## config.mk

```make
export PLATFORM = sky130hd
export DESIGN_NAME = down_counter_timer
export DESIGN_NICKNAME = d
export VERILOG_FILES = /design/src/rtl/down_counter_timer.sv
export SDC_FILE = /design/constraint.sdc
export NUM_CORES = 1
export LEC_CHECK = 0
export ABC_AREA = 1
export CAP_MARGIN = 25
export CORE_ASPECT_RATIO = 1.1
export CORE_MARGIN = 2
export CORE_UTILIZATION = 40
export DETAILED_ROUTE_END_ITERATION = 10
export PLACE_DENSITY = 0.67
export SYNTH_ARGS = -nofsm -noshare
export SYNTH_HDL_FRONTEND = slang
export SYNTH_SLANG_ARGS = --single-unit
```

## constraint.sdc

```tcl
create_clock -name clk -period 2.1 [get_ports clk]
set_input_delay 0.315 -clock clk [delete_from_list [all_inputs] [get_ports clk]]
set_output_delay 0.315 -clock clk [all_outputs]
set_load 0.02 [all_outputs]
```

## src/rtl/down_counter_timer.sv

```systemverilog
`default_nettype none
// ============================================================================
// Module   : down_counter_timer
// Purpose  : Loadable down-counter/timer with IDLE/RUN control, one-shot or
//            periodic auto-reload and a registered terminal-count pulse.
// Revision : 1.0 - initial release
// ============================================================================
module down_counter_timer #(
  parameter int                     COUNT_WIDTH = 8,
  parameter logic [COUNT_WIDTH-1:0] COUNT_FROM  = COUNT_WIDTH'((2**COUNT_WIDTH)-1),
  parameter logic [COUNT_WIDTH-1:0] COUNT_TO    = '0
) (
  input  logic                   clk,
  input  logic                   rst,
  input  logic                   load,
  input  logic [COUNT_WIDTH-1:0] load_value,
  input  logic                   start,
  input  logic                   stop,
  input  logic                   en,
  input  logic                   oneshot,
  output logic [COUNT_WIDTH-1:0] count,
  output logic                   tc,
  output logic                   busy
);

  typedef enum logic [0:0] {
    S_IDLE = 1'b0,
    S_RUN  = 1'b1
  } state_t;

  state_t                 state_q;
  logic [COUNT_WIDTH-1:0] reload_q;
  logic [COUNT_WIDTH-1:0] count_q;
  logic                   tc_q;
  logic                   busy_q;
  logic                   w_at_term;

  // Written as "not above" so a reload below COUNT_TO also fires terminal
  assign w_at_term = ~(count_q > COUNT_TO);

  always_ff @(posedge clk) begin
    if (!rst) begin
      state_q  <= S_IDLE;
      reload_q <= COUNT_FROM;
      count_q  <= COUNT_FROM;
      tc_q     <= 1'b0;
      busy_q   <= 1'b0;
    end else if (load) begin
      state_q  <= S_IDLE;
      reload_q <= load_value;
      count_q  <= load_value;
      tc_q     <= 1'b0;
      busy_q   <= 1'b0;
    end else if (stop) begin
      state_q <= S_IDLE;
      tc_q    <= 1'b0;
      busy_q  <= 1'b0;
    end else begin
      case (state_q)
        S_IDLE: begin
          tc_q <= 1'b0;
          if (start) begin
            state_q <= S_RUN;
            busy_q  <= 1'b1;
          end
        end
        S_RUN: begin
          if (!en) begin
            tc_q <= 1'b0;
          end else if (w_at_term) begin
            count_q <= reload_q;
            tc_q    <= 1'b1;
            if (oneshot) begin
              state_q <= S_IDLE;
              busy_q  <= 1'b0;
            end
          end else begin
            count_q <= count_q - 1'b1;
            tc_q    <= 1'b0;
          end
        end
        default: begin
          state_q <= S_IDLE;
          tc_q    <= 1'b0;
          busy_q  <= 1'b0;
        end
      endcase
    end
  end

  assign count = count_q;
  assign tc    = tc_q;
  assign busy  = busy_q;

endmodule
`default_nettype wire

```

# [Word level (Yosys, flattened, before mapping)]
# Cells that the tools add are included.
[word_totals] output_inout_bits=10 input_bits=15 regBits=19
[op_classes] eq_ne=5 muxes=18 bitwise_logic=2 n_reduce_logical=5 order_cmp=1 addsub=1
[ops] operator="$mux W8" n=5
[ops] operator="$mux W1" n=10
[ops] operator="$ne A2 B2 Y1 const B" n=5
[ops] operator="$gt A8 B1 Y1 const B" n=1
[ops] operator="$sub A8 B1 Y8 const B" n=1
[ops] operator="$pmux W1 S2" n=3
[ops] operator="$reduce_and A4 Y1" n=1
[ops] operator="$reduce_bool A2 Y1" n=2
[ops] operator="$reduce_and A3 Y1" n=1
[ops] operator="$reduce_or A3 Y1" n=1
[ops] operator="$not A1 Y1" n=2

# [Longest topological paths before layout]
# Gate-level depths: netlist (run 1).
[logic_depth] depth_word=6 ltp_mapped=9 mapped_depth_nobuf=9

# [Least setup slack after synthesis (run 1)]
# No wires, ideal clock.
[synth_timing] path_kind="flip-flop to flip-flop" from="register count_q[0] (netlist: count[0])" to="register count_q[0] (netlist: count[0])" t_arrival_ns=1.225 stages_incl_launch_ff=9 n_path_buf=0 path_slack_ns=0.751 path_cell_list="dfxtp_1 > inv_1 > ha_1 > nand2_2 > inv_1 > nand2_2 > a21oi_1 > nand2_1 > nand3_2"
[synth_between] elab_chain_cells=6 elab_cells_between_ends=7
[synth_rtl] item="start, declared" line="33" rtl="logic [COUNT_WIDTH-1:0] count_q;"
[synth_rtl] item="start signal, assigned" line="51" rtl="count_q <= load_value;"
[synth_rtl] item="start signal, assigned" line="71" rtl="count_q <= reload_q;"
[synth_rtl] item="start signal, assigned" line="78" rtl="count_q <= count_q - 1'b1;"
[synth_rtl] item="$sub A8 B1 Y8 or $gt A8 B1 Y1 (tied branches)" line="78, 39"
[synth_rtl] item="$mux W8 (*)" line="70" rtl="end else if (w_at_term) begin"
[synth_rtl] item="$mux W8 (*)" line="68" rtl="if (!en) begin"
[synth_rtl] item="$mux W8 (*)" line="59" rtl="case (state_q)"
[synth_rtl] item="$mux W8 (*)" line="54" rtl="end else if (stop) begin"
[synth_rtl] item="$mux W8 (*)" line="48" rtl="end else if (load) begin"
# Every way passes the cells marked *; elsewhere a longest branch is shown, timed or not. The select of a mux whose other input is x is not followed.
# A chain may end at the register's enable or synchronous reset.

# [Worst setup path in the final report (run 1)]
[layout_timing] from="register count_q[2] (netlist: count[2])" to="output count[2]"
[layout_rtl] item="end, declared" line="21" rtl="output logic [COUNT_WIDTH-1:0] count,"
# No word-level cell between the ends.

==> results.sh, run 1 <==
export IMPL_grt_pass1_vias=987
export IMPL_die_w_um=51.52
export IMPL_synth_seq_cells=19
export IMPL_tightest_slew_ps=395.2
export IMPL_slew_headroom_pct=73.65
export IMPL_diodes=0
export IMPL_portBuffers=24
export IMPL_hold_violations=0
export IMPL_hold_path_class="flip-flop to flip-flop"
export IMPL_cp_end_kind="primary output"
export IMPL_vias_per_cell=4.827
export IMPL_drc_errors=0
export IMPL_ys_top_cells_by_count="nand2_1, inv_1, dfxtp_1, a21oi_1, nor2_1"
export IMPL_cts_resized=0
export IMPL_fin_ws_ps=393.6
export IMPL_ys_warn_count=0
export IMPL_synth_edf_count=0
export IMPL_fin_crit_sh_pct=81.26
export IMPL_crit_path_max_fanout=6
export IMPL_multi_input_area_um2=518.0
export IMPL_fmax_ghz=0.5860
export IMPL_io_pins=25
export IMPL_grtUsageTotal_pct=18.46
export IMPL_cp_top_family="buffers and inverters"
export IMPL_fill_cells=250
export IMPL_postCtsHoldBufs=0
export IMPL_crit_chain="clkdlybuf4s50_1"
export IMPL_cts_sinks=19
export IMPL_via_count=1004
export IMPL_rsz0062_at_grt="no"
export IMPL_period_needed_ps=1706
export IMPL_fin_nets=195
export IMPL_drtPass1Iterations=4
export IMPL_cp_slowest_cell="clkdlybuf4s50_1"
export IMPL_rows=18
export IMPL_setup_tns_final_ps=0
export IMPL_slowest_delay_ps=650
export IMPL_register_area_um2=380.4
export IMPL_synthArstFlopShare_pct=0
export IMPL_syn_to_final_growth_pct=30.10
export IMPL_finClkSkew_ps=0.6210
export IMPL_power_density_nw_per_um2=563.7
export IMPL_clk_pin_slew_ps=100
export IMPL_syn_avg_cell_area_um2=6.579
export IMPL_worst_path_buf_inv=1
export IMPL_h_tree_depth=1
export IMPL_power_leakage_nw=0.6647
export IMPL_setup_violations_final=0
export IMPL_grt_ovfl_total=0
export IMPL_cts_tree="built"
export IMPL_ant_nets=0
export IMPL_start_util_pct=43.25
export IMPL_cts_root_buffer="clkbuf_4"
export IMPL_syn_nets=167
export IMPL_status="finished clean"
export IMPL_grt_max_degree=19
export IMPL_dieArea_um2=2899
export IMPL_core_area_um2=2297
export IMPL_gp_congestion=0.8187
export IMPL_critPathRequiredTime_ps=1780
export IMPL_dieHeight_um=56.27
export IMPL_synth_area_leaders="dfxtp_1, nand2_1, inv_1, a21oi_1, nand3_1"
export IMPL_drive_gt1_share_pct=8.427
export IMPL_critical_path_class="flip-flop to primary output"
export IMPL_cts_buffers_inserted=3
export IMPL_worstPathArrival_ps=1390
export IMPL_grt_pass1_wl_um=4160
export IMPL_drt_iter0_drc=17
export IMPL_synth_flop_cell="dfxtp_1"
export IMPL_worst_ir_drop_vdd_mv=0.4661
export IMPL_wl_per_cell_um=11.11
export IMPL_synthesis_area_um2=993.5
export IMPL_synth_distinct_cells=19
export IMPL_place_ws_ps=461.8
export IMPL_antenna_found_initial=0
export IMPL_yosys_area_top_type="dfxtp_1"
export IMPL_synth_top_cell_area_share_pct=38.29
export IMPL_post_synth_top_count_cell="nand2_1"
export IMPL_place_detailed_hpwl_um=1753
export IMPL_clock_latency_ps=290
export IMPL_worst_setup_path_start_kind="flip-flop"
export IMPL_slew_violations=0
export IMPL_yosysSeqAreaShare_pct=38.29
export IMPL_maxCapViolations=0
export IMPL_synth_cells=151
export IMPL_cts_setup_buffers=0
export IMPL_wirelength_um=2310
export IMPL_cts_buffer_depth=2
## final timing paths
path	startpoint	end	slack [ps]	cells after the start
setup reg to reg	count[0]	count[6]	690	9
hold / removal	reload_q[2]	reload_q[2]	450	2
hold reg to reg	reload_q[2]	reload_q[2]	450	2
setup / recovery	count[2]	count[2]	390	1
## layer usage
| metal | GRT usage [%] | vias up | share of wire [%] |
|---|---|---|---|
| met4 | 6.767 | 0 | 1.4 |
| met2 | 30.40 | 25 | 47 |
| li1 | - | 532 | - |
| met3 | 3.457 | 5 | 3.9 |
| met1 | 23.60 | 442 | 48 |
| met5 | 0 | - | 0 |
## registers in the layout, summed over array words and instances (netlist names)
name      cells
state_q       1
reload_q      8
busy          1
count         8
tc            1
## power breakdown
part	leakage, nW	switching [W]	internal (W)	total (W)
Sequential	0.157	0.0000177	0.000382	0.000400
Clock	0.0150	0.000109	0.0000739	0.000183
Combinational	0.492	0.0000757	0.0000701	0.000146
## logic make-up (layout without fill, tap and decap cells)
group | Yosys count | count (layout) | synth area share [%]
buffers and inverters | 24 | 51 | 9.572
DFF | 19 | 19 | 38.29
AOI/OAI and AO/OA | 26 | 26 | 14.74
and+or+nand+nor | 81 | 81 | 36.14
adders and majority gates | 1 | 1 | 1.259
## cell type report
cell class	count	area share, %
Sequential cell	19	29.43
Inverter	22	6.389
Timing Repair Buffer	25	19.17
Multi-Input combinational cell	108	40.08
Tap cell	30	2.904
Clock buffer	4	2.033
## per-stage QoR
step	cell area [um^2]	util (%)	hold slack [ps]	instances	power (W)
2_1_floorplan	993.5	-	383.7	151	0.0004878
3_3_place_gp	1266	55.12	432.2	204	0.0005519
3_5_place_dp	1266	55.12	436.2	204	0.0005548
4_1_cts	1292	56.26	464.3	208	0.0007435
5_1_grt	1292	56.26	492.4	208	0.0007789
6_report	1292	56.26	454.6	208	0.0007286
## layout by cell type, fill, tap and decap left out
master,instances
nor3_1,1
nor2_1,12
o211ai_1,5
nand2_2,3
nor2_2,4
ha_1,1
o21ai_1,2
buf_4,1
o21ai_0,6
clkbuf_1,1
clkbuf_4,3
dfxtp_1,19
nand3_2,1
nand3_1,11
a21oi_2,1
clkdlybuf4s50_1,24
inv_2,1
inv_1,21
nand2_1,48
nor2_8,1
a21oi_1,12
No activity file was read; power rests on OpenSTA's default activity.
==> inputs of run 2 (changes only) <==
--- a/config.mk
+++ b/config.mk
@@ -11,7 +11,7 @@
 export CORE_MARGIN = 2
 export CORE_UTILIZATION = 40
 export DETAILED_ROUTE_END_ITERATION = 10
-export PLACE_DENSITY = 0.67
+export PLACE_DENSITY = 0.7
 export SYNTH_ARGS = -nofsm -noshare
 export SYNTH_HDL_FRONTEND = slang
 export SYNTH_SLANG_ARGS = --single-unit
==> constraint.sdc (replaced) <==
create_clock -name clk -period 1.5 [get_ports clk]
set_input_delay 0.225 -clock clk [delete_from_list [all_inputs] [get_ports clk]]
set_output_delay 0.225 -clock clk [all_outputs]
set_load 0.02 [all_outputs]
==> results.sh, run 2 (synthesis results as in run 1) <==
export IMPL_slowest_delay_ps=590
export IMPL_place_detailed_hpwl_um=1728
export IMPL_cts_setup_buffers=0
export IMPL_clock_latency_ps=300
export IMPL_drive_gt1_share_pct=11.54
export IMPL_core_area_um2=2297
export IMPL_worst_path_buf_inv=1
export IMPL_final_cell_mix="nand2_1, inv_1, dfxtp_1"
export IMPL_vias_per_cell=4.792
export IMPL_r2r_start="count[0]"
export IMPL_dieArea_um2=2899
export IMPL_grt_pass1_vias=970
export IMPL_dieHeight_um=56.27
export IMPL_cp_slowest_cell="clkdlybuf4s50_1"
export IMPL_die_w_um=51.52
export IMPL_power_leakage_nw=0.6963
export IMPL_fmax_ghz=0.6969
export IMPL_hold_violations=0
export IMPL_io_pins=25
export IMPL_cts_buffer_depth=2
export IMPL_min_delay_start="reload_q[1]"
export IMPL_final_cells=212
export IMPL_gp_congestion=0.8334
export IMPL_worst_setup_path_start_kind="flip-flop"
export IMPL_slew_headroom_pct=73.98
export IMPL_worstPathArrival_ps=1210
export IMPL_tightest_slew_ps=390.2
export IMPL_critical_path_class="flip-flop to primary output"
export IMPL_wl_per_cell_um=10.46
export IMPL_wirelength_um=2217
export IMPL_drtPass1Iterations=4
export IMPL_fin_nets=199
export IMPL_drc_errors=0
export IMPL_fin_crit_sh_pct=95.67
export IMPL_ant_nets=0
export IMPL_grt_ovfl_total=0
export IMPL_clk_pin_slew_ps=110
export IMPL_syn_to_final_growth_pct=33.12
export IMPL_hold_path_class="flip-flop to flip-flop"
export IMPL_grt_max_degree=12
export IMPL_maxCapViolations=0
export IMPL_antenna_found_initial=0
export IMPL_final_util_pct=57.57
export IMPL_postCtsHoldBufs=0
export IMPL_cts_root_buffer="clkbuf_4"
export IMPL_h_tree_depth=1
export IMPL_start_util_pct=43.25
export IMPL_cts_buffers_inserted=3
export IMPL_cts_sinks=19
export IMPL_dp_cells=208
export IMPL_cp_top_family="buffers and inverters"
export IMPL_crit_path_max_fanout=1
export IMPL_status="finished clean"
export IMPL_via_count=1016
export IMPL_rsz0062_at_grt="no"
export IMPL_diodes=0
export IMPL_grt_pass1_wl_um=3960
export IMPL_finClkSkew_ps=5.749
export IMPL_period_needed_ps=1435
export IMPL_crit_chain="clkdlybuf4s50_1"
export IMPL_power_density_nw_per_um2=776.7
export IMPL_setup_violations_final=0
export IMPL_rows=18
export IMPL_setup_tns_final_ps=0
export IMPL_drt_iter0_drc=22
export IMPL_worst_ir_drop_vdd_mv=0.6439
export IMPL_cts_tree="built"
export IMPL_cp_end_kind="primary output"
export IMPL_cp_startpoint="tc"
export IMPL_grtUsageTotal_pct=17.50
export IMPL_slew_violations=0
export IMPL_final_common_cell="nand2_1"
export IMPL_portBuffers=24
export IMPL_critPathRequiredTime_ps=1270
## run 2: timing repair
item                       CTS  global route
setup endpoints to repair    8             3
resized for setup            8             3
pin swaps                    0             0
## run 2: final timing paths
check,endpoint,slack (ps),cells after the start
worst max-delay path,tc,70,1
worst min-delay path,reload_q[1],460,2
worst min register to register,reload_q[1],460,2
worst max register to register,count[6],200,9
## run 2: layer usage
layer	global-route usage [%]	routed length, um	vias up	share of wire, %
met5	0	0	-	0
met4	7.519	0	0	0
met3	1.596	108	0	4.9
met2	30.22	1063	28	48
met1	21.69	1045	449	47
li1	-	-	539	-
## run 2: area by class of cell
cell class                 instances  area [um^2]
clock buffer                       3        22.52
clock inverter                     1        5.005
fill                             245        974.7
inverter                          22        82.58
multi-input combinational        108        523.0
sequential                        19        381.6
tap                               30        37.54
timing repair buffer              29        270.3
## run 2: power by group
group          switching (W)  leakage (nW)  internal (W)
sequential         0.0000255         0.157      0.000536
combinational       0.000106         0.521     0.0000953
clock               0.000165        0.0177     0.0000994
## run 2: through the flow
step	cell area [um^2]	hold WS [ps]	setup WS [ps]	power (W)
CTS	1314	461.4	17.70	0.001033
detailed placement	1296	433.5	-24.51	0.0007844
global placement	1296	427.2	15.51	0.0007808
global route	1323	491.9	4.003	0.001084
floorplan	993.5	293.7	151.1	0.0006830
finish	1323	460.0	65.01	0.001027
==> inputs of run 3 (changes only) <==
--- a/config.mk
+++ b/config.mk
@@ -8,10 +8,11 @@
 export ABC_AREA = 1
 export CAP_MARGIN = 25
 export CORE_ASPECT_RATIO = 1.1
-export CORE_MARGIN = 2
+export CORE_MARGIN = 10
 export CORE_UTILIZATION = 40
 export DETAILED_ROUTE_END_ITERATION = 10
-export PLACE_DENSITY = 0.7
+export PLACE_DENSITY = 0.78
+export SKIP_LAST_GASP = 1
 export SYNTH_ARGS = -nofsm -noshare
 export SYNTH_HDL_FRONTEND = slang
 export SYNTH_SLANG_ARGS = --single-unit
==> results.sh, run 3 (synthesis results as in run 1) <==
export IMPL_hold_path_class="flip-flop to flip-flop"
export IMPL_postPlaceCellArea_um2=1281
export IMPL_dieHeight_um=72.27
export IMPL_ant_nets=0
export IMPL_maxCapViolations=0
export IMPL_final_common_cell="nand2_1"
export IMPL_antenna_found_initial=0
export IMPL_cts_tree="built"
export IMPL_grt_ovfl_total=0
export IMPL_fmax_ghz=0.6935
export IMPL_cts_sinks=19
export IMPL_grt_max_degree=14
export IMPL_power_leakage_nw=0.6840
export IMPL_die_w_um=67.52
export IMPL_r2r_start="count[0]"
export IMPL_finClkSkew_ps=4.093
export IMPL_worst_setup_path_start_kind="flip-flop"
export IMPL_worstPathArrival_ps=1220
export IMPL_diodes=0
export IMPL_vias_per_cell=4.848
export IMPL_cp_end_kind="primary output"
export IMPL_start_util_pct=42.83
export IMPL_slew_headroom_pct=71.93
export IMPL_cts_root_buffer="clkbuf_4"
export IMPL_min_delay_start="reload_q[0]"
export IMPL_grtUsageTotal_pct=10.95
export IMPL_status="finished clean"
export IMPL_worst_ir_drop_vdd_mv=0.4164
export IMPL_clock_latency_ps=290
export IMPL_h_tree_depth=1
export IMPL_postCtsHoldBufs=0
export IMPL_wl_per_cell_um=11.97
export IMPL_rows=18
export IMPL_r2r_end="count[5]"
export IMPL_place_detailed_hpwl_um=1970
export IMPL_drtPass1Iterations=4
export IMPL_rrSetupSlack_ps=150
export IMPL_cp_slowest_cell="clkdlybuf4s50_1"
export IMPL_critPathRequiredTime_ps=1270
export IMPL_worst_path_buf_inv=1
export IMPL_wirelength_um=2514
export IMPL_grt_pass1_wl_um=4257
export IMPL_slew_violations=0
export IMPL_portBuffers=24
export IMPL_syn_to_final_growth_pct=30.86
export IMPL_tightest_slew_ps=421.1
export IMPL_setup_violations_final=0
export IMPL_cts_buffers_inserted=3
export IMPL_power_density_nw_per_um2=785.4
export IMPL_whs_endpoint="reload_q[0]"
export IMPL_hold_violations=0
export IMPL_drt_iter0_drc=54
export IMPL_slowest_delay_ps=600
export IMPL_drc_errors=0
export IMPL_fin_crit_sh_pct=96.13
export IMPL_cts_buffer_depth=2
export IMPL_clk_pin_slew_ps=110
export IMPL_drive_gt1_share_pct=9.444
export IMPL_dieArea_um2=4879
export IMPL_r2r_cells=8
export IMPL_grt_pass1_vias=932
export IMPL_period_needed_ps=1442
export IMPL_crit_chain="clkdlybuf4s50_1"
export IMPL_final_area_um2=1300
export IMPL_via_count=1018
export IMPL_setup_tns_final_ps=0
export IMPL_fin_nets=197
export IMPL_final_cell_mix="nand2_1, inv_1, dfxtp_1"
export IMPL_gp_congestion=0.9255
export IMPL_crit_path_max_fanout=1
export IMPL_rsz0062_at_grt="no"
export IMPL_critical_path_class="flip-flop to primary output"
export IMPL_hold_path_depth=2
export IMPL_cp_top_family="buffers and inverters"
export IMPL_core_area_um2=2320
export IMPL_io_pins=25
## run 3: power breakdown
part	switching [W]	internal [W]	total (W)	leakage (nW)
registers	0.0000257	0.000536	0.000561	0.157
logic	0.000107	0.0000915	0.000199	0.512
clock network	0.000158	0.000103	0.000261	0.0150
total	0.000291	0.000730	0.00102	0.684
## run 3: per-layer routing
layer | routed length, um | vias up | GRT usage (%)
li1 | - | 534 | -
met5 | 0 | - | 0
met4 | 34 | 0 | 5.479
met2 | 1222 | 21 | 17.87
met3 | 125 | 2 | 1.690
met1 | 1132 | 461 | 13.40
## run 3: layout make-up
class	instances	area, um^2
flip-flops and latches	19	380.4
well taps	30	37.54
multi-input cells	108	518.0
clock buffers	4	26.28
inverters	22	82.58
repair buffers	27	255.2
fillers	230	1020
## run 3: how the worst max path moves through the flow
stage | end | depth (start not counted) | startpoint | slack, ps
floorplan | count[0] | 8 | count[0] | 150
global placement | count[4] | 6 | load | 0.9
detailed placement | count[4] | 6 | load | -30
CTS | busy | 1 | busy | 10
global route | tc | 1 | tc | 20
finish | tc | 1 | tc | 60
## run 3: worst register-to-register path, stage by stage (launching register included)
cell     delay, ps
dfxtp_1        410
inv_1           80
ha_1           220
nand2_2        140
inv_1           70
nand2_2        110
nand3_1         90
nand3_1         80
nand2_1         50
## run 3: per-stage QoR
stage	power [W]	setup WS [ps]	instances	hold slack (ps)	utilization (%)
finish	0.001021	58.06	210	466.2	56.04
CTS	0.001033	14.89	210	468.8	55.93
global placement	0.0007781	0.8838	206	427.4	55.23
global route	0.001088	15.47	210	487.8	56.04
detailed placement	0.0007838	-26.94	206	440.0	55.23
floorplan	0.0006830	151.1	151	293.7	-
## run 3: repair_timing
| action | CTS | global route |
|---|---|---|
| resized for setup | 8 | 1 |
| setup endpoints to repair | 8 | 1 |
| setup buffers | 0 | 0 |
| endpoints found under the hold margin | 0 | 0 |
